`config.mk`:
```
export PLATFORM = sky130hd
export DESIGN_NAME = id_hazard_ctrl
export DESIGN_NICKNAME = d
export VERILOG_FILES = /design/src/rtl/hazard_pkg.sv /design/src/rtl/hazard_scoreboard.sv /design/src/rtl/id_hazard_ctrl.sv
export SDC_FILE = /design/constraint.sdc
export NUM_CORES = 1
export LEC_CHECK = 0
export CAP_MARGIN = 10
export CORE_MARGIN = 5
export CORE_UTILIZATION = 50
export CTS_CLUSTER_SIZE = 8
export DETAILED_ROUTE_END_ITERATION = 7
export HOLD_SLACK_MARGIN = 0.05
export PLACE_DENSITY = 0.83
export SLEW_MARGIN = 20
export SYNTH_ARGS = -nofsm -noshare
export SYNTH_HDL_FRONTEND = slang
export SYNTH_SLANG_ARGS = --single-unit
```
`constraint.sdc`:
```
create_clock -name clk -period 3.5 [get_ports clk]
set_input_delay 0.875 -clock clk [delete_from_list [all_inputs] [get_ports clk]]
set_output_delay 0.875 -clock clk [all_outputs]
set_load 0.005 [all_outputs]
```
`src/rtl/hazard_pkg.sv`:
```
// hazard_pkg: shared types and constants for the ID-stage interlock controller.
package hazard_pkg;
  localparam int SB_DEPTH = 3;
  localparam int NREG_BITS = 5;
  localparam logic [NREG_BITS-1:0] REG_ZERO = '0;
  typedef enum logic [1:0] {RUN, DRAIN, HALTED} state_e;
  typedef struct packed {
    logic                 valid;
    logic [NREG_BITS-1:0] dst;
  } sb_entry_t;
endpackage

```
`src/rtl/hazard_scoreboard.sv`:
```
// hazard_scoreboard: EX/MEM/WB destination shift register with rs/rt match ports.
module hazard_scoreboard import hazard_pkg::*; #(
  parameter int DEPTH = SB_DEPTH
) (
  input  logic                 clk,
  input  logic                 rst,
  input  sb_entry_t            ex_i,
  input  logic [NREG_BITS-1:0] rs_i,
  input  logic [NREG_BITS-1:0] rt_i,
  output logic                 rs_hit_o,
  output logic                 rt_hit_o,
  output logic                 empty_o
);
  sb_entry_t sb_q [DEPTH];
  always_ff @(posedge clk) begin
    if (rst) begin
      for (int i = 0; i < DEPTH; i++) sb_q[i] <= '0;
    end else begin
      sb_q[0] <= ex_i;
      for (int i = 1; i < DEPTH; i++) sb_q[i] <= sb_q[i-1];
    end
  end
  // empty_o looks past the WB entry: it retires on this edge, so the pipe is drained after it
  always_comb begin
    rs_hit_o = 1'b0;
    rt_hit_o = 1'b0;
    empty_o  = 1'b1;
    for (int i = 0; i < DEPTH; i++) begin
      rs_hit_o = rs_hit_o | (sb_q[i].valid && sb_q[i].dst == rs_i);
      rt_hit_o = rt_hit_o | (sb_q[i].valid && sb_q[i].dst == rt_i);
      if (i < DEPTH - 1) empty_o = empty_o & !sb_q[i].valid;
    end
  end
endmodule

```
`src/rtl/id_hazard_ctrl.sv`:
```
// id_hazard_ctrl: RAW interlock, jump flush, halt drain FSM and perf-counter enable for ID.
module id_hazard_ctrl import hazard_pkg::*; #(
  parameter int SB_DEPTH  = 3,
  parameter int NREG_BITS = 5
) (
  input  logic                 clk,
  input  logic                 rst,
  input  logic                 id_valid,
  input  logic [NREG_BITS-1:0] id_rs,
  input  logic [NREG_BITS-1:0] id_rt,
  input  logic                 id_rs_read,
  input  logic                 id_rt_read,
  input  logic                 id_reg_wen,
  input  logic [NREG_BITS-1:0] id_dst,
  input  logic                 id_isJump,
  input  logic                 id_isJR,
  input  logic                 id_halt,
  input  logic                 id_strcnt,
  input  logic                 id_stpcnt,
  output logic                 stall_if,
  output logic                 stall_id,
  output logic                 bubble_ex,
  output logic                 flush_if,
  output logic                 perf_en,
  output logic                 halted
);
  state_e    state_q, state_d;
  logic      perf_q, perf_d;
  logic      rs_hit, rt_hit, sb_empty, hazard, issue;
  sb_entry_t ex_entry;
  hazard_scoreboard #(.DEPTH(SB_DEPTH)) u_sb (
    .clk(clk), .rst(rst), .ex_i(ex_entry), .rs_i(id_rs), .rt_i(id_rt),
    .rs_hit_o(rs_hit), .rt_hit_o(rt_hit), .empty_o(sb_empty)
  );
  assign hazard = id_valid && state_q == RUN &&
                  ((id_rs_read && id_rs != REG_ZERO && rs_hit) ||
                   (id_rt_read && id_rt != REG_ZERO && rt_hit));
  assign issue = id_valid && !hazard && state_q == RUN;
  // halt and writes to r0 enter the pipe as bubbles
  assign ex_entry = '{valid: issue && id_reg_wen && !id_halt && id_dst != REG_ZERO, dst: id_dst};
  assign perf_en = perf_q;
  assign halted = state_q == HALTED;
  always_comb begin
    state_d   = state_q;
    perf_d    = (issue && id_stpcnt) ? 1'b0 : (issue && id_strcnt) ? 1'b1 : perf_q;
    stall_if  = hazard;
    stall_id  = hazard;
    bubble_ex = hazard;
    flush_if  = issue && (id_isJump || id_isJR);
    case (state_q)
      RUN:     state_d = (issue && id_halt) ? DRAIN : RUN;
      DRAIN: begin
        stall_if  = 1'b1;
        bubble_ex = 1'b1;
        state_d   = sb_empty ? HALTED : DRAIN;
      end
      HALTED:  stall_if = 1'b1;
      default: state_d = RUN;
    endcase
  end
  always_ff @(posedge clk) begin
    if (rst) begin
      state_q <= RUN;
      perf_q  <= 1'b0;
    end else begin
      state_q <= state_d;
      perf_q  <= perf_d;
    end
  end
endmodule

```
==> run_results.csv <==
group,metric,value,unit
status,run_status,"completed",
synthesis,ys.flop_type,"dfxtp_1",
global_route,grtUsageTotal,16.7,%
critical_path,worstReg2RegStart,"u_sb.sb_q[0][12]$_SDFF_PP0_",
global_route,grt_pass1_wl,4.42,mm
synthesis,synth.most_common_cell,"xor2_1",
pwr,p_clk_share,24.0,%
synthesis,synth_top_area_share,37.8,%
floorplan,core-area,2170,um2
global_route,antenna_found_initial,0,
synthesis,yosysUniqueCellTypes,27,
critical_path,worstPathCellList,"dlygate4sd2_1, xor2_1, nor4_1, nand3_1, a31o_1, and2_4, buf_4, o21bai_1, buf_2",
synthesis,syn_nets,142,
critical_path,cp-start-kind,"primary input",
detailed_routing,via_per_inst,5.17,
global_route,grt_overflow,0,
detailed_routing,detail_route.wl_per_cell,13.6,um
floorplan,die_y,57.2,um
cts,insertion_delay,290,ps
finish,nets,186,
cts,htree_levels,1,
floorplan,io_pins,32,
critical_path,end_kind,"output pin",
synthesis,ys_warn_count,0,
hold_path,hold_end,"u_sb.sb_q[0][14]$_SDFF_PP0_",
detailed_routing,routed-via-count,951,
cts,cts_sinks,21,
critical_path,crit_path_top_delay_cell,"dlygate4sd2_1",
timing,finalSetupViolations,0,
synthesis,yosys.area.top_type,"dfxtp_1",
critical_path,crit_required,2620,ps
detailed_routing,drt-pass1-iter-count,4,
synthesis,synth-compound-area-share,9.34,%
synthesis,synth_enable_flop_cells,0,
global_route,grt.busiest_layer,"met2",
placement,dp.cells,178,
placement,place_ws,-463,ps
pwr,p_int,353,uW
critical_path,path_class,"primary input to output pin",
timing,hold_viol_final,0,
run,maxCapViolCount,0,
floorplan,dieArea,3270,um2
detailed_routing,route.detailed.drc,0,
pwr,ir_drop,0.253,mV
synthesis,synthMuxAreaShare,0,%
timing,fin_ws,100,ps
global_route,use_met3,3.62,%
detailed_routing,antenna_left,0,
synthesis,synth_area_per_cell,9.84,um2
synthesis,ys_top_cells_by_area,"dfxtp_1 38%, xor2_1 19%, nor2b_1 9.6%",
synthesis,synth_xor_area_share,23.6,%
cts,cts_buffers,3,
floorplan,die_width,57.2,um
timing,fmax,294,MHz
pwr,p_per_area,303,nW/um2
finish,areaGrowthSynthToFinish,42.0,%
critical_path,crit_arrival,2520,ps
global_route,grt_pass1_vias,1043,
synthesis,ys_ff_latch,21,
synthesis,synthAdderAreaFrac,3.37,%
pwr,swShare,26.2,%
cts,cts_max_path_buffers,2,
timing,fin_worst_skew,2.50,ps
cts,cts_hold_buf,0,
finish,drive_above_1_share,21.2,%
detailed_routing,wl,2.50,mm
synthesis,synth_top_family_by_area,"simple AND/OR/NAND/NOR gates",
global_route,grt_start_max_net_pins,22,
timing,relSlewSlack,50.0,%
pwr,p_leak,0.663,nW
critical_path,r2r_slack,1630,ps
detailed_routing,drtIter0Drc,15,
synthesis,seq_area_frac_synth,37.8,%
pwr,power.switching,125,uW
placement,dp_hpwl,1.95,mm
pwr,combPwrFrac,22.0,%
synthesis,yosys.area_share.simple,24.5,%
placement,gp_congestion,0.886,
synthesis,synthCells,113,
critical_path,startpoint,"id_rt[3]",
critical_path,rr_worst_depth,8,
synthesis,syn_area,1110,um2
floorplan,start_util,51.3,%
floorplan,num_rows,17,
hold_path,min-delay-path-class,"register to register",
hold_path,whs_path_depth,1,
timing,fin_crit,3400,ps
global_route,grt_util_met1,20.3,%
timing,final-max-slew-violation-count,0,
critical_path,max_stage_delay,290,ps
pwr,seqPwrFrac,54.0,%
cts,cts_tree,"yes",
finish,diodes,0,
synthesis,synthArstFlopShare,0,%
finish,fin_cells,184,
timing,worst_pin_slew,747,ps
hold_path,hp-start,"u_sb.sb_q[0][8]$_SDFF_PP0_",
global_route,use_met2,29.9,%
cts,clkTransAtPathRegs,120,ps
placement,numPortBuffers,31,
critical_path,worstReg2RegEnd,"perf_en$_SDFFE_PP0P_",
timing,timing.final.crit_share,97.1,%
cts,cts-root-buf,"clkbuf_4",
critical_path,cp_max_fo,4,
synthesis,synth_common_cells,"24 x xor2_1, 21 x dfxtp_1, 17 x nor2b_1",
finish,fin_util,72.8,%
timing,whs,512,ps
-- per-layer routing --
layer / routed length (um) / up-vias
li1: - / 477
met1: 1100 / 433
met2: 1210 / 37
met3: 160 / 4
met4: 25 / 0
met5: 0 / -
-- area by class of cell --
cell class	instances	area, um2
Multi-Input combinational cell	88	716
Fill cell	162	591
Sequential cell	21	420
Timing Repair Buffer	41	370
Tap cell	28	35.0
Clock buffer	3	22.5
Clock inverter	1	7.51
Inverter	2	7.51
-- kinds of logic after synthesis --
logic type / after synthesis
and+or+nand+nor: 43
xor gates and xnor gates: 30
DFF: 21
AOI/OAI and AO/OA: 12
buffers and inverters: 4
adders and majority gates: 3
-- how the worst max path moves through the flow --
stage	endpoint	slack, ps	cells past startpoint
finish	bubble_ex	100	9
global route	bubble_ex	-1	9
CTS	bubble_ex	-10	9
detailed placement	bubble_ex	-460	8
global placement	bubble_ex	-440	8
floorplan	flush_if	680	5
-- flip-flops by register name, summed over array words and instances (netlist names) --
signal     flops
u_sb.sb_q     18
state_q        2
perf_en        1
-- critical path, delay by kind of cell --
| kind | cells | cell delay (ps) |
|---|---|---|
| xor gates and xnor gates | 1 | 160 |
| and+or+nand+nor | 3 | 530 |
| AOI/OAI and AO/OA | 2 | 400 |
| buffers and inverters | 3 | 570 |
-- timing repair --
| item | in CTS | in global routing |
|---|---|---|
| cloned | 0 | 0 |
| hold endpoints to repair | 0 | 0 |
| pin swaps | 7 | 11 |
| setup endpoints to repair | 4 | 2 |
| gates resized for setup | 30 | 9 |
| setup buffers | 2 | 0 |
-- stage by stage --
stage	TNS (ps)	power, mW	instance area, um2
after floorplan	0	0.309	1110
after global placement	-1660	0.364	1510
after detailed placement	-1730	0.367	1510
after CTS	-14.1	0.481	1580
after global routing	-1.39	0.508	1580
final	0	0.478	1580
-- placed cells by master (no fill, tap or decap), types with 2 or more instances in the layout --
master and count:
buf_2 3, xnor2_1 5, nand3_1 6, inv_1 2, clkbuf_4 3, buf_4 10, nor4b_1 2, dlygate4sd2_1 4
or4_1 2, nor2b_1 17, clkdlybuf4s50_1 17, nor4_2 4, nor2_1 4, clkdlybuf4s15_2 4, a31o_1 2, dfxtp_1 21
ha_1 3, xor2_1 24, dlymetal6s2s_1 2, nor4_1 2
-- power groups by stage --
stage	clock [mW]	sequential (mW)	combinational (mW)
after detailed placement	0	0.263	0.104
after CTS	0.119	0.258	0.105
after global routing	0.133	0.260	0.115
after floorplan	0	0.261	0.0479
final	0.115	0.258	0.105
after global placement	0	0.263	0.101
Power figures use the tool's default switching activity.
